<file path="src/rtl/seg7_scan_ctrl_pkg.sv">
// ---------------------------------------------------------------------------
// seg7_scan_ctrl_pkg
// Shared definitions for the seven-segment scan controller:
//   - scan_state_e : controller state encoding (IDLE / BLANK / SHOW)
//   - SEG_OFF      : active-low "all segments dark" pattern
//   - FONT_*       : active-low hex font, bit order {g,f,e,d,c,b,a}
//   - hex_font()   : nibble -> font pattern lookup
// ---------------------------------------------------------------------------
package seg7_scan_ctrl_pkg;

   typedef enum logic [1:0] {
      IDLE  = 2'd0,
      BLANK = 2'd1,
      SHOW  = 2'd2
   } scan_state_e;

   localparam logic [6:0] SEG_OFF = 7'h7F;

   localparam logic [6:0] FONT_0 = 7'h40;
   localparam logic [6:0] FONT_1 = 7'h79;
   localparam logic [6:0] FONT_2 = 7'h24;
   localparam logic [6:0] FONT_3 = 7'h30;
   localparam logic [6:0] FONT_4 = 7'h19;
   localparam logic [6:0] FONT_5 = 7'h12;
   localparam logic [6:0] FONT_6 = 7'h02;
   localparam logic [6:0] FONT_7 = 7'h78;
   localparam logic [6:0] FONT_8 = 7'h00;
   localparam logic [6:0] FONT_9 = 7'h10;
   localparam logic [6:0] FONT_A = 7'h08;
   localparam logic [6:0] FONT_B = 7'h03;
   localparam logic [6:0] FONT_C = 7'h46;
   localparam logic [6:0] FONT_D = 7'h21;
   localparam logic [6:0] FONT_E = 7'h06;
   localparam logic [6:0] FONT_F = 7'h0E;

   function automatic logic [6:0] hex_font(input logic [3:0] nib);
      logic [6:0] pat;
      case (nib)
         4'h0:    pat = FONT_0;
         4'h1:    pat = FONT_1;
         4'h2:    pat = FONT_2;
         4'h3:    pat = FONT_3;
         4'h4:    pat = FONT_4;
         4'h5:    pat = FONT_5;
         4'h6:    pat = FONT_6;
         4'h7:    pat = FONT_7;
         4'h8:    pat = FONT_8;
         4'h9:    pat = FONT_9;
         4'hA:    pat = FONT_A;
         4'hB:    pat = FONT_B;
         4'hC:    pat = FONT_C;
         4'hD:    pat = FONT_D;
         4'hE:    pat = FONT_E;
         4'hF:    pat = FONT_F;
         default: pat = SEG_OFF;
      endcase
      return pat;
   endfunction

endpackage

</file>
<file path="src/rtl/seg7_scan_ctrl_hex_to_seg7.sv">
// ---------------------------------------------------------------------------
// hex_to_seg7
// Purely combinational hex-to-seven-segment decoder (common anode).
// Ports:
//   nibble  in  4  hex value to display
//   pattern out 7  active-low segments {g,f,e,d,c,b,a}
// ---------------------------------------------------------------------------
module hex_to_seg7
   import seg7_scan_ctrl_pkg::*;
(
   input  logic [3:0] nibble,
   output logic [6:0] pattern
);

   // Font lookup for the selected nibble
   always_comb begin
      pattern = hex_font(nibble);
   end

endmodule

</file>
<file path="src/rtl/seg7_scan_ctrl.sv">
// ---------------------------------------------------------------------------
// seg7_scan_ctrl
// Time-multiplexed scan controller for a common-anode seven-segment display.
// Each digit gets a slot of REFRESH_DIV cycles: BLANK_CYCLES dark cycles
// (ghosting suppression) followed by the lit phase. Digit content is taken
// from a snapshot captured only at frame start, so a frame never tears.
// Ports:
//   clk        in  1             system clock, rising edge
//   rst_n      in  1             asynchronous active-low reset
//   en         in  1             scan enable, 0 forces the display dark
//   digits     in  4*NUM_DIGITS  hex nibble per digit, digit i at [4i+3:4i]
//   dp         in  NUM_DIGITS    decimal point request per digit
//   blank_mask in  NUM_DIGITS    1 keeps digit i dark for its whole slot
//   an         out NUM_DIGITS    anode enables, active-low
//   seg        out 7             segments {g,f,e,d,c,b,a}, active-low
//   dp_n       out 1             decimal point, active-low
//   digit_idx  out clog2(N)      digit currently owning the segment lines
//   frame_tick out 1             one-cycle pulse at the first cycle of a frame
// All outputs are flops loaded from next-state values.
// ---------------------------------------------------------------------------
module seg7_scan_ctrl
   import seg7_scan_ctrl_pkg::*;
#(
   parameter int NUM_DIGITS   = 4,
   parameter int REFRESH_DIV  = 50000,
   parameter int BLANK_CYCLES = 500
) (
   input  logic                          clk,
   input  logic                          rst_n,
   input  logic                          en,
   input  logic [4*NUM_DIGITS-1:0]       digits,
   input  logic [NUM_DIGITS-1:0]         dp,
   input  logic [NUM_DIGITS-1:0]         blank_mask,
   output logic [NUM_DIGITS-1:0]         an,
   output logic [6:0]                    seg,
   output logic                          dp_n,
   output logic [$clog2(NUM_DIGITS)-1:0] digit_idx,
   output logic                          frame_tick
);

   localparam int IDX_W = $clog2(NUM_DIGITS);
   localparam int CNT_W = $clog2(REFRESH_DIV);

   localparam logic [CNT_W-1:0] CNT_LAST  = CNT_W'(REFRESH_DIV - 1);
   // Counter value whose successor is the first lit cycle of the slot
   localparam logic [CNT_W-1:0] CNT_BLANK_LAST = CNT_W'(BLANK_CYCLES - 1);
   localparam logic [IDX_W-1:0] IDX_LAST  = IDX_W'(NUM_DIGITS - 1);
   localparam logic [NUM_DIGITS-1:0] AN_OFF = {NUM_DIGITS{1'b1}};

   scan_state_e                state_r;
   scan_state_e                state_s;
   logic [CNT_W-1:0]           cnt_r;
   logic [CNT_W-1:0]           cnt_s;
   logic [IDX_W-1:0]           idx_r;
   logic [IDX_W-1:0]           idx_s;
   logic [4*NUM_DIGITS-1:0]    snap_digits_r;
   logic [4*NUM_DIGITS-1:0]    snap_digits_s;
   logic [NUM_DIGITS-1:0]      snap_dp_r;
   logic [NUM_DIGITS-1:0]      snap_dp_s;
   logic [NUM_DIGITS-1:0]      snap_mask_r;
   logic [NUM_DIGITS-1:0]      snap_mask_s;
   logic                       capture_s;

   logic [3:0]                 sel_nib_s;
   logic [6:0]                 font_s;

   logic [NUM_DIGITS-1:0]      an_r;
   logic [NUM_DIGITS-1:0]      an_s;
   logic [6:0]                 seg_r;
   logic [6:0]                 seg_s;
   logic                       dp_n_r;
   logic                       dp_n_s;
   logic                       tick_r;

   // Next-state logic: FSM, slot counter, digit index and snapshot capture
   always_comb begin
      state_s       = state_r;
      cnt_s         = cnt_r;
      idx_s         = idx_r;
      capture_s     = 1'b0;
      case (state_r)
         IDLE: begin
            if (en) begin
               state_s   = BLANK;
               cnt_s     = {CNT_W{1'b0}};
               idx_s     = {IDX_W{1'b0}};
               capture_s = 1'b1;
            end else begin
               state_s   = IDLE;
            end
         end
         BLANK, SHOW: begin
            if (!en) begin
               // Abandon the slot immediately; no partial slot completes
               state_s = IDLE;
               cnt_s   = {CNT_W{1'b0}};
               idx_s   = {IDX_W{1'b0}};
            end else if (cnt_r == CNT_LAST) begin
               state_s = BLANK;
               cnt_s   = {CNT_W{1'b0}};
               if (idx_r == IDX_LAST) begin
                  // Frame boundary: new content is only taken here
                  idx_s     = {IDX_W{1'b0}};
                  capture_s = 1'b1;
               end else begin
                  idx_s     = idx_r + {{(IDX_W-1){1'b0}}, 1'b1};
               end
            end else begin
               cnt_s = cnt_r + {{(CNT_W-1){1'b0}}, 1'b1};
               if (cnt_r == CNT_BLANK_LAST) begin
                  state_s = SHOW;
               end else begin
                  state_s = state_r;
               end
            end
         end
         default: begin
            state_s = IDLE;
            cnt_s   = {CNT_W{1'b0}};
            idx_s   = {IDX_W{1'b0}};
         end
      endcase

      if (capture_s) begin
         snap_digits_s = digits;
         snap_dp_s     = dp;
         snap_mask_s   = blank_mask;
      end else begin
         snap_digits_s = snap_digits_r;
         snap_dp_s     = snap_dp_r;
         snap_mask_s   = snap_mask_r;
      end
   end

   // Digit multiplexer: nibble of the next-cycle digit from the next snapshot
   always_comb begin
      sel_nib_s = snap_digits_s[{idx_s, 2'b00} +: 4];
   end

   hex_to_seg7 u_hex_to_seg7 (
      .nibble  (sel_nib_s),
      .pattern (font_s)
   );

   // Output pre-computation from next-state values so the pins are pure flops
   always_comb begin
      an_s   = AN_OFF;
      seg_s  = SEG_OFF;
      dp_n_s = 1'b1;
      if ((state_s == SHOW) && !snap_mask_s[idx_s]) begin
         an_s   = ~({{(NUM_DIGITS-1){1'b0}}, 1'b1} << idx_s);
         seg_s  = font_s;
         dp_n_s = ~snap_dp_s[idx_s];
      end else begin
         an_s   = AN_OFF;
         seg_s  = SEG_OFF;
         dp_n_s = 1'b1;
      end
   end

   // State, counter, index and snapshot registers
   always_ff @(posedge clk or negedge rst_n) begin
      if (!rst_n) begin
         state_r       <= IDLE;
         cnt_r         <= {CNT_W{1'b0}};
         idx_r         <= {IDX_W{1'b0}};
         snap_digits_r <= {(4*NUM_DIGITS){1'b0}};
         snap_dp_r     <= {NUM_DIGITS{1'b0}};
         snap_mask_r   <= {NUM_DIGITS{1'b0}};
      end else begin
         state_r       <= state_s;
         cnt_r         <= cnt_s;
         idx_r         <= idx_s;
         snap_digits_r <= snap_digits_s;
         snap_dp_r     <= snap_dp_s;
         snap_mask_r   <= snap_mask_s;
      end
   end

   // Registered display outputs and frame pulse
   always_ff @(posedge clk or negedge rst_n) begin
      if (!rst_n) begin
         an_r   <= AN_OFF;
         seg_r  <= SEG_OFF;
         dp_n_r <= 1'b1;
         tick_r <= 1'b0;
      end else begin
         an_r   <= an_s;
         seg_r  <= seg_s;
         dp_n_r <= dp_n_s;
         tick_r <= capture_s;
      end
   end

   assign an         = an_r;
   assign seg        = seg_r;
   assign dp_n       = dp_n_r;
   assign digit_idx  = idx_r;
   assign frame_tick = tick_r;

endmodule

</file>
<file path="config.mk">
export PLATFORM = sky130hd
export DESIGN_NAME = seg7_scan_ctrl
export DESIGN_NICKNAME = d
export VERILOG_FILES = /design/src/rtl/seg7_scan_ctrl_pkg.sv /design/src/rtl/seg7_scan_ctrl_hex_to_seg7.sv /design/src/rtl/seg7_scan_ctrl.sv
export SDC_FILE = /design/constraint.sdc
export NUM_CORES = 1
export LEC_CHECK = 0
export ABC_AREA = 1
export BUFFER_PORTS_ARGS = -buffer_cell sky130_fd_sc_hd__buf_2
export CAP_MARGIN = 20
export CORE_MARGIN = 5
export CORE_UTILIZATION = 30
export DETAILED_ROUTE_END_ITERATION = 8
export PLACE_DENSITY = 0.55
export RECOVER_POWER = 100
export SKIP_LAST_GASP = 1
export SLEW_MARGIN = 20
export SYNTH_ARGS = -nofsm -noshare
export SYNTH_HDL_FRONTEND = slang
export SYNTH_SLANG_ARGS = --single-unit
</file>
<file path="constraint.sdc">
create_clock -name clk -period 2.4 [get_ports clk]
set_input_delay 0.12 -clock clk [delete_from_list [all_inputs] [get_ports clk]]
set_output_delay 0.12 -clock clk [all_outputs]
set_load 0.03 [all_outputs]
</file>
== Word level (Yosys, flattened, before mapping) ==
Memory sizes are Yosys's and may differ from the RTL's.
Cells that the tools add are included.

* Latch bits: 0
* Memories kept: 1
* Word-level logic and storage cells: 58
* Bits in read-only memories: 112
* Memory bits (writable): 0
* Flip-flop bits (word level): 57
* Output and inout port bits: 15
* Bits of input ports: 27

{| class="wikitable"
|+ Memory list
! name !! words !! bits a word !! read ports !! clocked after memory_dff !! write ports !! RTL line !! RTL
|-
| (name not given) || 16 || 7 || 1 || 0 || 0 || seg7_scan_ctrl_pkg.sv:38 || <nowiki>case (nib)</nowiki>
|}

* Bitwise gates (word level): 2
* Reductions and logical operators: 4
* Eq/ne operators: 7
* Divide/modulo/power cells: 0
* Shift operators: 2
* $lt $le $gt $ge: 1
* Muxes and demuxes: 29
* Add/subtract/negate cells: 2
* Multiply operators: 0

{| class="wikitable"
|+ Operators with widths
! kind !! number
|-
| 2-to-1 mux 16 bit || 4
|-
| case mux 16 bit (2 select lines) || 1
|-
| adder 16 x 1 -> 16 bit, second input constant || 1
|-
| equality test 16 bit, second input constant || 1
|-
| equality test 16 x 9 -> 1 bit, second input constant || 1
|-
| indexed part select 16 x 5 -> 4 bit || 1
|-
| 2-to-1 mux 2 bit || 7
|-
| 2-to-1 mux 4 bit || 3
|-
| 2-to-1 mux 1 bit || 8
|-
| case mux 2 bit (2 select lines) || 2
|-
| 2-to-1 mux 7 bit || 1
|-
| equality test 2 bit, second input constant || 3
|-
| binary-select mux 1 bit (select 2 bit) || 2
|-
| NOT 4 bit || 1
|-
| << shifter 1 x 2 -> 4 bit, first input constant || 1
|-
| less-than comparator 2 x 3 -> 1 bit, second input constant || 1
|-
| adder 2 x 1 -> 2 bit, second input constant || 1
|-
| equality test 2 x 1 -> 1 bit, second input constant || 1
|-
| zero test 2 bit || 1
|-
| != test 2 bit, second input constant || 1
|-
| case mux 1 bit (2 select lines) || 1
|-
| OR reduction 2 bit || 1
|-
| logical AND 1 bit || 1
|-
| zero test 1 bit || 1
|-
| NOT 1 bit || 1
|}

== Logic depth before layout (Yosys ltp) ==
Gate-level depths: netlist (run 1).

* Depth in word-level cells: 11
* Mapped depth: 20
* Mapped depth without buffers: 19

== By module ==
Synthesis (run 1) repeated with hierarchy kept, for this count alone.

* Cells, all modules: 393
* Area total of the unflattened synthesis: 3090.5 um^2

{| class="wikitable"
|+ Modules (own cells, without submodules)
! module !! cells an instance !! sequential area each (um^2) !! area an instance (um^2) !! times used
|-
| seg7_scan_ctrl || 344 || 1441.4 || 2816.5 || 1
|-
| hex_to_seg7 || 49 || 0.0 || 274.0 || 1
|}

== Worst setup path before layout (run 1) ==
OpenSTA, ideal clock, no wires.

* Path type: flip-flop to flip-flop
* From: register idx_r[1], in the netlist digit_idx[1]
* To: register seg_r[3], in the netlist seg[3]
* Path buffers: 1
* Required time: 2.318 ns
* Setup time: 0.082 ns
* Clock period less this slack: 2.462 ns
* Cell stages (with the launch flop): 17
* Slack: -0.062 ns
* Arrival time: 2.379 ns
* Cell sequence: dfrtp_1 > ha_1 > inv_1 > nor3_1 > nand3_4 > buf_2 > nand3_1 > nand2_1 > nand3_1 > nand2_1 > nor2_2 > inv_1 > ha_1 > nand2_4 > nand2_1 > nand2_1 > nand3_1

* Elaborated cells between the ends (all ways): 20
* Classes of those cells: add/sub: 1; eq/ne: 1; shift: 1; mux: 14; reduce/logical: 2; memory: 1

{| class="wikitable"
|+ RTL lines
! what !! RTL line !! RTL
|-
| from (decl) || seg7_scan_ctrl.sv:54 || <nowiki>logic [IDX_W-1:0] idx_r;</nowiki>
|-
| from (signal assigned) || seg7_scan_ctrl.sv:166 || <nowiki>idx_r <= {IDX_W{1'b0}};</nowiki>
|-
| from (signal assigned) || seg7_scan_ctrl.sv:173 || <nowiki>idx_r <= idx_s;</nowiki>
|-
| equality test 2 bit || seg7_scan_ctrl.sv:101 || <nowiki>if (idx_r == IDX_LAST) begin</nowiki>
|-
| 2-to-1 mux 1 bit || seg7_scan_ctrl.sv:101 ||
|-
| 2-to-1 mux 1 bit || seg7_scan_ctrl.sv:98 || <nowiki>end else if (cnt_r == CNT_LAST) begin</nowiki>
|-
| 2-to-1 mux 1 bit || seg7_scan_ctrl.sv:93 || <nowiki>if (!en) begin</nowiki>
|-
| case mux 1 bit (2 select lines) || seg7_scan_ctrl.sv:81 || <nowiki>case (state_r)</nowiki>
|-
| 2-to-1 mux 16 bit || seg7_scan_ctrl.sv:124 || <nowiki>if (capture_s) begin</nowiki>
|-
| named net snap_digits_s[5] || seg7_scan_ctrl.sv:57 || <nowiki>logic [4*NUM_DIGITS-1:0] snap_digits_s;</nowiki>
|-
| indexed part select 16 x 5 -> 4 bit || seg7_scan_ctrl.sv:137 || <nowiki>sel_nib_s = snap_digits_s[{idx_s, 2'b00} +: 4];</nowiki>
|-
| memory read (16 x 7 bit) || n/a ||
|-
| 2-to-1 mux 7 bit || seg7_scan_ctrl.sv:150 || <nowiki>if ((state_s == SHOW) && !snap_mask_s[idx_s]) begin</nowiki>
|-
| named net seg_s[3] || seg7_scan_ctrl.sv:70 || <nowiki>logic [6:0] seg_s;</nowiki>
|-
| to (signal assigned) || seg7_scan_ctrl.sv:189 || <nowiki>seg_r <= seg_s;</nowiki>
|-
| to (decl) || seg7_scan_ctrl.sv:69 || <nowiki>logic [6:0] seg_r;</nowiki>
|}

The timed path passes the listed nets, and every way through them passes these cells. The select of a mux whose other input is x is not followed.
A chain may end at the register's enable or synchronous reset.

== Worst setup path in the final report (run 1) ==
* From: register state_r[0]
* To: register seg_r[0], in the netlist seg[0]

* Elaborated cells between the ends (all ways): 20
* Classes of those cells: eq/ne: 3; shift: 1; mux: 11; reduce/logical: 4; memory: 1

{| class="wikitable"
|+ RTL lines
! what !! RTL line !! RTL
|-
| from (decl) || seg7_scan_ctrl.sv:50 || <nowiki>scan_state_e state_r;</nowiki>
|-
| from (signal assigned) || seg7_scan_ctrl.sv:171 || <nowiki>state_r <= state_s;</nowiki>
|-
| equality test 2 x 1 -> 1 bit / equality test 2 bit (equally long branches) || seg7_scan_ctrl.sv:81 ||
|-
| OR reduction 2 bit || seg7_scan_ctrl.sv:81 ||
|-
| case mux 1 bit (2 select lines) (*) || seg7_scan_ctrl.sv:81 ||
|-
| 2-to-1 mux 16 bit (*) || seg7_scan_ctrl.sv:124 ||
|-
| named net snap_digits_s[13] || seg7_scan_ctrl.sv:57 ||
|-
| indexed part select 16 x 5 -> 4 bit (*) || seg7_scan_ctrl.sv:137 ||
|-
| memory read (16 x 7 bit) (*) || n/a ||
|-
| 2-to-1 mux 7 bit (*) || seg7_scan_ctrl.sv:150 ||
|-
| named net seg_s[0] || seg7_scan_ctrl.sv:70 ||
|}

The timed path passes the listed nets; every way through them passes the cells marked *. The select of a mux whose other input is x is not followed.

==> impl_metrics.json, run 1 <==
{
  "final_util_pct": 43.1,
  "min_period_ns": 2.51,
  "timing.fmax_ghz": 0.398,
  "finalNonFillerCells": 652,
  "dr.pass1.iters": 4,
  "htreeDepth": 3,
  "syn_nets": 433,
  "clk_latency_ns": 0.34,
  "hpwl_mm": 6.02,
  "switching_share_pct": 28.7,
  "antenna_found_initial": 0,
  "p_leak_nw": 2.21,
  "setup_slack_ns": -0.111,
  "fin_skew_ns": 0.0124,
  "totalWireLength_mm": 8.57,
  "final_cell_mix": "105 x nand2_1, 50 x nand3_1, 48 x buf_4, 43 x dfrtp_1, 30 x inv_1",
  "crit_buf_inv": 4,
  "hold_path_class": "primary input to flip-flop",
  "failed_checks": "capacitance limit, slew limit, setup timing",
  "ant_nets": 0,
  "slowest_delay_ns": 0.42,
  "maxCapViolCount": 1,
  "clkTransAtPathRegs_ns": 0.07,
  "p_sw_mw": 0.793,
  "synth_top_area_share_pct": 34.7,
  "p_comb_share_pct": 23.2,
  "drive_gt1_share_pct": 39.6,
  "dpl_cell_area_um2": 3870,
  "cp_cell_sequence": "inv_2, ha_4, nand2_4, nor3_4, buf_6, nand3_4, nand2_8, buf_6, nand2_1, nand2_2, nand3_2, nand2_2, nor2_4, buf_4, ha_2, nand2_2, nand3_2, nand2_1, nand2_1",
  "netlist_area_um2": 3240,
  "die_h_um": 114,
  "fin_setup_tns_ns": -0.471,
  "drtIter0Drc": 118,
  "rows": 38,
  "status": "finished, violations left",
  "crit_path_end_kind": "flip-flop",
  "synth-seq-area-share_pct": 44.5,
  "final_net_count": 544,
  "hold_viol_final": 0,
  "grt_pass1_vias": 2942,
  "synth.avg_cell_area_um2": 8.18,
  "slew_violations": 30,
  "crit_family": "simple AND/OR/NAND/NOR gates",
  "viasPerCell": 4.57,
  "ir_worst_vdd_mv": 0.331,
  "criticalPathCategory": "flip-flop to flip-flop",
  "slowest_stage": "dfrtp_1",
  "worstPathRequired_ns": 2.67,
  "die-area_um2": 13000,
  "seqCellArea_um2": 1440,
  "grt_max_degree": 30,
  "cts-root-buf": "clkbuf_8",
  "rsz0062_at_grt": "yes",
  "synth_warnings": 0,
  "tightest_slew_ns": 1.64,
  "track_usage_pct": 13.4,
  "antennaDiodeCount": 0,
  "final_common_cell": "nand2_1",
  "fp.dieW_um": 114,
  "sequentialPowerShare_pct": 39.1,
  "synthTopCellsByArea": "dfrtp_1 35%, nand2_1 14%, dfstp_2 9.7%",
  "final_area_um2": 4620,
  "slew_headroom_pct": -9.26,
  "intPower_mw": 1.97,
  "multi_input_area_um2": 1870,
  "startpoint_type": "flip-flop",
  "grt_pass1_wl_mm": 13.8,
  "cts_made_buffers": 9,
  "finalSetupViolations": 7,
  "ios": 42,
  "cts_num_sinks": 57,
  "synthCells": 396,
  "power_frac_clock_pct": 37.7,
  "syn_to_final_growth_pct": 42.4,
  "core-area_um2": 10700,
  "cts_tree": "done",
  "ys_ff_latch": 57,
  "gp_congestion": 0.820,
  "grt-ovfl-total": 0,
  "fillers": 1084,
  "portBuffers": 41,
  "wl_per_cell_um": 13.1,
  "path_max_fanout": 7,
  "num_vias": 2979,
  "initial_core_util_pct": 30.3,
  "clk_path_buf_depth": 2,
  "powerDensity_nw_per_um2": 599,
  "crit_arrival_ns": 2.78,
  "yosys.area.top_type": "dfrtp_1",
  "power_mw": 2.76,
  "period_share_pct": 105,
  "drt_drc_violations_left": 0,
  "ys_types": 32,
  "place_inst": 606
}
state kept, by name, indices dropped and copies added (netlist names):
signal / flops
an: 4
cnt_r: 16
digit_idx: 2
dp_n: 1
frame_tick: 1
seg: 7
snap_digits_r: 16
snap_dp_r: 4
snap_mask_r: 4
state_r: 2
kinds of logic after synthesis:
group / count (synthesis) / share of synthesized area (%)
and+or+nand+nor: 253 / 38.5
adders and majority gates: 10 / 3.86
AOI/OAI and AO/OA: 23 / 4.75
buffers and inverters: 46 / 6.33
DFF: 57 / 44.5
muxes: 2 / 0.695
xor gates and xnor gates: 5 / 1.35
layer usage:
metal  share of wire, %  vias up  global-route usage, %
met5                  0        -                      0
met4                1.5        0                   5.30
met3                3.0       12                   3.18
met2                 50       43                   21.6
met1                 45     1415                   17.4
li1                   -     1509                      -
synthesized netlist by cell type, drive strengths merged:
cell     number
nor3          8
dfrtp        45
o2bb2ai       1
nand4         3
dfstp        12
nand3        61
o21a          2
a221oi        1
nor4          2
nand2       142
a21oi         8
buf           7
clkbuf        2
xor2          5
o21ai         8
inv          37
mux2          2
nor2         37
o22ai         1
a31oi         2
ha           10
through the flow:
step,setup WS [ns],hold slack [ns]
finish,-0.111,0.0192
global route,-0.273,0.0270
detailed placement,-0.178,0.208
floorplan,0.00552,-0.176
CTS,-0.0124,0.00378
global placement,-0.142,0.208
power by group through the flow:
stage	clock [mW]	sequential, mW	combinational (mW)
final	1.04	1.08	0.640
after global routing	1.11	1.09	0.715
after CTS	1.07	1.08	0.509
after detailed placement	0	1.10	0.492
after global placement	0	1.09	0.488
after floorplan	0	1.09	0.307
worst register-to-register path, delay by kind of cell (launching register included):
| family | cells | cell delay (ns) |
|---|---|---|
| AND/OR/NAND/NOR | 13 | 1.11 |
| buffers and inverters | 4 | 0.46 |
| adder cells (fa/ha/maj) | 2 | 0.45 |
| flip-flops | 1 | 0.42 |
final timing paths:
path	from	to	slack [ns]	cells past startpoint
worst max-delay path	state_r[0]	seg[0]	-0.11	19
max in group asynchronous	rst_n	an[1]	0.33	3
worst min register to register	snap_dp_r[1]	snap_dp_r[1]	0.52	2
worst max register to register	state_r[0]	seg[0]	-0.11	19
worst min-delay path	digits[14]	snap_digits_r[14]	0.02	3
min in group asynchronous	rst_n	cnt_r[13]	0.74	2
layout make-up:
type                       instances  area share [%]
tap                              140            3.80
multi-input combinational        296            40.6
timing repair buffer             106            16.3
clock inverter                     4            1.63
clock buffer                      12            3.36
inverter                          37            3.06
sequential                        57            31.3
what timing repair did:
action                                  in CTS  in global routing
gates resized for setup                      7                 67
pin swaps                                    5                 31
cloned                                       1                  3
buffers inserted                             3                 19
hold endpoints to repair                    32                  0
hold buffers                                 5                  0
endpoints found under the setup margin       8                 12
No activity file was read; power rests on OpenSTA's default activity.
==> inputs of run 2 (changes only) <==
- CORE_UTILIZATION: 30 -> 52
- PLACE_DENSITY: 0.55 -> 0.82
==> impl_metrics.json, run 2 (synthesis gave the netlist of run 1 again) <==
{
  "num_vias": 3111,
  "p_comb_share_pct": 23.0,
  "portBuffers": 41,
  "hold_path_class": "primary input to flip-flop",
  "min_period_ns": 2.48,
  "fin_setup_tns_ns": -0.349,
  "gp_congestion": 0.882,
  "period_share_pct": 103,
  "switching_share_pct": 30.0,
  "grt_max_degree": 30,
  "path_max_fanout": 6,
  "hpwl_mm": 5.93,
  "cts_made_buffers": 9,
  "totalWireLength_mm": 8.99,
  "startpoint_type": "flip-flop",
  "initial_core_util_pct": 54.1,
  "track_usage_pct": 22.4,
  "grt_pass1_vias": 2966,
  "grt_pass1_wl_mm": 13.6,
  "finalSetupViolations": 7,
  "clk_path_buf_depth": 2,
  "dpl_cell_area_um2": 3700,
  "cp_cell_sequence": "inv_2, ha_4, nand2_4, nor3_2, buf_4, nand3_4, nand2_4, nand2_2, nand2_2, nand2_1, nand2_1, nand2_2, nand2_4, inv_4, ha_4, nand2_1, nand3_1, nand3_1",
  "final_net_count": 517,
  "cts_num_sinks": 57,
  "p_sw_mw": 0.791,
  "dr.pass1.iters": 4,
  "ios": 42,
  "fp.dieW_um": 88.9,
  "power_frac_clock_pct": 35.7,
  "hold_viol_final": 0,
  "crit_arrival_ns": 2.75,
  "ant_nets": 0,
  "final_cell_mix": "103 x nand2_1, 47 x nand3_1, 43 x dfrtp_1, 29 x inv_1, 29 x buf_4",
  "cts-root-buf": "clkbuf_8",
  "status": "finished, violations left",
  "final_common_cell": "nand2_1",
  "p_leak_nw": 2.05,
  "crit_path_end_kind": "flip-flop",
  "ir_worst_vdd_mv": 0.484,
  "viasPerCell": 5.56,
  "maxCapViolCount": 1,
  "setup_slack_ns": -0.0837,
  "syn_to_final_growth_pct": 30.3,
  "hold-worst-slack_ns": 0.00628,
  "clk_latency_ns": 0.34,
  "fin_skew_ns": 0.00812,
  "rows": 28,
  "timing.fmax_ghz": 0.403,
  "core-area_um2": 5990,
  "htreeDepth": 3,
  "post-place-ws_ns": -0.101,
  "tightest_slew_ns": 1.54,
  "drive_gt1_share_pct": 37.1,
  "rsz0062_at_grt": "yes",
  "drtIter0Drc": 228,
  "worstPathRequired_ns": 2.66,
  "die_h_um": 88.9,
  "crit_buf_inv": 3,
  "slowest_stage": "dfrtp_1",
  "grt-ovfl-total": 0,
  "clkTransAtPathRegs_ns": 0.06,
  "crit_family": "simple AND/OR/NAND/NOR gates",
  "sequentialPowerShare_pct": 41.3,
  "slew_violations": 30,
  "powerDensity_nw_per_um2": 625,
  "die-area_um2": 7910,
  "slowest_delay_ns": 0.39,
  "intPower_mw": 1.85,
  "slew_headroom_pct": -2.53,
  "drt_drc_violations_left": 0,
  "wl_per_cell_um": 16.0,
  "antenna_found_initial": 0,
  "final_util_pct": 70.5,
  "antennaDiodeCount": 0,
  "criticalPathCategory": "flip-flop to flip-flop",
  "cts_tree": "done",
  "final_area_um2": 4220,
  "failed_checks": "capacitance limit, slew limit, setup timing"
}
[run 2: cell types whose count changed in the layout (fill, tap and decap cells not counted), sizes merged]
cell         delta
buf            -24
bufinv          -1
clkbuf          +2
clkinv          +1
clkinvlp        -2
dlygate4sd3     -4
nand2           +1
[run 2: metal layers]
layer / global-route usage (%) / share of wire (%)
met1: 27.8 / 38
met2: 37.4 / 52
met3: 6.18 / 6.3
met4: 8.12 / 3.6
met5: 0 / 0
[run 2: worst min-delay path, stage by stage]
cell and delay (ns):
buf_2 0.07, nand2_1 0.04, nand2_1 0.07
[run 2: through the flow]
step	std cells	power (mW)
after floorplan	396	1.40
after global placement	529	1.54
after detailed placement	529	1.56
after CTS	550	2.51
after global routing	560	2.77
final	560	2.64
[run 2: final cells by class]
type,count,area [um^2]
Clock buffer,14,173
Tap cell,75,93.8
Timing Repair Buffer,78,494
Multi-Input combinational cell,297,1840
Sequential cell,57,1440
Inverter,37,141
Clock inverter,2,35.0
Fill cell,445,1770
[run 2: worst paths after layout]
kind                                start             end  slack [ns]  depth (start not counted)
hold / removal              blank_mask[2]  snap_mask_r[2]       0.006                          3
min in group asynchronous           rst_n       cnt_r[13]        0.69                          2
setup / recovery               state_r[0]          seg[3]       -0.08                         18
hold reg to reg            snap_mask_r[2]  snap_mask_r[2]        0.51                          2
setup reg to reg               state_r[0]          seg[3]       -0.08                         18
max in group asynchronous           rst_n  snap_mask_r[1]        0.29                          3
[run 2: power by group through the flow]
stage	clock, mW	combinational, mW	sequential (mW)
global placement	0	0.445	1.09
CTS	0.952	0.480	1.08
global route	1.01	0.659	1.10
detailed placement	0	0.460	1.10
floorplan	0	0.307	1.09
finish	0.943	0.607	1.09
[run 2: what timing repair did]
action	CTS	global route
hold endpoints to repair	28	0
gates resized for setup	3	61
endpoints found under the setup margin	7	11
pin swaps	2	25
hold buffers	1	0
gates cloned	2	2
buffers inserted	2	8
==> inputs of run 3 (changes only) <==
- GPL_TIMING_DRIVEN: not set -> 0
- SKIP_CTS_REPAIR_TIMING: not set -> 1
==> impl_metrics.json, run 3 (synthesis gave the netlist of run 1 again) <==
{
  "drtIter0Drc": 179,
  "setup_slack_ns": -0.0918,
  "grt_pass1_vias": 2883,
  "seqCellArea_um2": 1450,
  "syn_to_final_growth_pct": 27.5,
  "r2r_cells": 16,
  "finalNonFillerCells": 556,
  "startpoint": "cnt_r[1]",
  "track_usage_pct": 21.2,
  "timing.fmax_ghz": 0.401,
  "fin_setup_tns_ns": -0.336,
  "ant_nets": 0,
  "grt-ovfl-total": 0,
  "rsz0062_at_grt": "yes",
  "fin_skew_ns": 0.0119,
  "slew_violations": 0,
  "hold_viol_final": 0,
  "cts-root-buf": "clkbuf_8",
  "die_h_um": 88.9,
  "cts_tree": "done",
  "cts_num_sinks": 57,
  "fillers": 460,
  "dr.pass1.iters": 6,
  "p_leak_nw": 1.99,
  "criticalPathCategory": "flip-flop to flip-flop",
  "drive_gt1_share_pct": 34.9,
  "final_net_count": 513,
  "hpwl_mm": 5.45,
  "maxCapViolCount": 0,
  "die-area_um2": 7910,
  "crit_arrival_ns": 2.76,
  "clk_latency_ns": 0.34,
  "fp.dieW_um": 88.9,
  "cts_made_buffers": 9,
  "final_cell_mix": "111 x nand2_1, 51 x nand3_1, 42 x dfrtp_1, 30 x inv_1, 27 x buf_4",
  "crit_path_end_kind": "flip-flop",
  "worstPathRequired_ns": 2.67,
  "status": "finished, violations left",
  "rows": 28,
  "viasPerCell": 5.44,
  "period_share_pct": 104,
  "tightest_slew_ns": 1.40,
  "final_util_pct": 69.0,
  "totalWireLength_mm": 8.44,
  "gp_congestion": 0.899,
  "hold-worst-slack_ns": 0.00323,
  "antenna_found_initial": 0,
  "antennaDiodeCount": 0,
  "powerDensity_nw_per_um2": 600,
  "place_inst": 512,
  "startpoint_type": "flip-flop",
  "multi_input_area_um2": 1760,
  "finalSetupViolations": 6,
  "clk_path_buf_depth": 2,
  "hold_path_class": "primary input to flip-flop",
  "initial_core_util_pct": 54.1,
  "core-area_um2": 5990,
  "failed_checks": "setup timing",
  "grt_max_degree": 58,
  "crit-reg2reg-launch": "cnt_r[1]",
  "num_vias": 3025,
  "dpl_cell_area_um2": 3540,
  "drt_drc_violations_left": 0,
  "min_period_ns": 2.49,
  "grt_pass1_wl_mm": 13.0,
  "wl_per_cell_um": 15.2,
  "clkTransAtPathRegs_ns": 0.07,
  "r2r-end": "seg[0]",
  "portBuffers": 41,
  "htreeDepth": 3,
  "cp-endpoint": "seg[0]",
  "final_area_um2": 4130,
  "ir_worst_vdd_mv": 0.432,
  "final_common_cell": "nand2_1",
  "ios": 42,
  "path_max_fanout": 9,
  "r2r_slack_ns": -0.09,
  "slew_headroom_pct": 6.81
}
==> run 3: per-layer routing <==
metal	global-route usage (%)	vias to the layer above	share of wire, %
li1	-	1437	-
met1	26.3	1413	39
met2	35.3	145	51
met3	5.35	30	6.9
met4	8.66	0	2.9
met5	0	-	0
==> run 3: stage by stage <==
| stage | power [mW] | setup slack, ns |
|---|---|---|
| 3_3_place_gp | 1.50 | -0.382 |
| 3_5_place_dp | 1.53 | -0.494 |
| 5_1_grt | 2.60 | -0.233 |
| 6_report | 2.48 | -0.0918 |
| 4_1_cts | 2.35 | -0.552 |
| 2_1_floorplan | 1.40 | 0.00552 |
==> run 3: worst min-delay path by stage <==
| stage | from | endpoint | slack, ns | cells past startpoint |
|---|---|---|---|---|
| after floorplan | rst_n | cnt_r[0] | -0.18 | 0 |
| after global placement | digits[0] | snap_digits_r[0] | 0.35 | 3 |
| after detailed placement | rst_n | cnt_r[15] | 0.21 | 1 |
| after CTS | rst_n | cnt_r[15] | -0.16 | 1 |
| after global routing | dp[1] | snap_dp_r[1] | 0.0006 | 3 |
| final | digits[12] | snap_digits_r[12] | 0.003 | 3 |
==> run 3: critical path: stages, from the launching register on <==
cell and delay, ns:
dfrtp_1 0.43, ha_4 0.19, nand3_4 0.11, nor2_4 0.15, nand2_4 0.10, nand2_8 0.09
nand2_8 0.08, a21oi_4 0.31, nand2_1 0.12, nand2_1 0.09, nand2_2 0.06, nand2_4 0.11
ha_2 0.21, nand3_1 0.11, nand3_1 0.09, nand2_1 0.07, nand2_1 0.08
==> run 3: cell type report <==
type                       instances  share of cell area, %
buffer                             9                   2.42
tap                               75                   2.27
timing repair buffer              69                   9.75
clock buffer                      12                   3.76
sequential                        57                   35.0
inverter                          37                   3.48
multi-input combinational        293                   42.7
clock inverter                     4                  0.666
==> run 3: power by group <==
group	leakage (nW)	internal [mW]	total, mW	switching (mW)
clock network	0.0846	0.429	0.832	0.403
registers	0.704	1.05	1.09	0.0405
logic	1.21	0.224	0.558	0.334
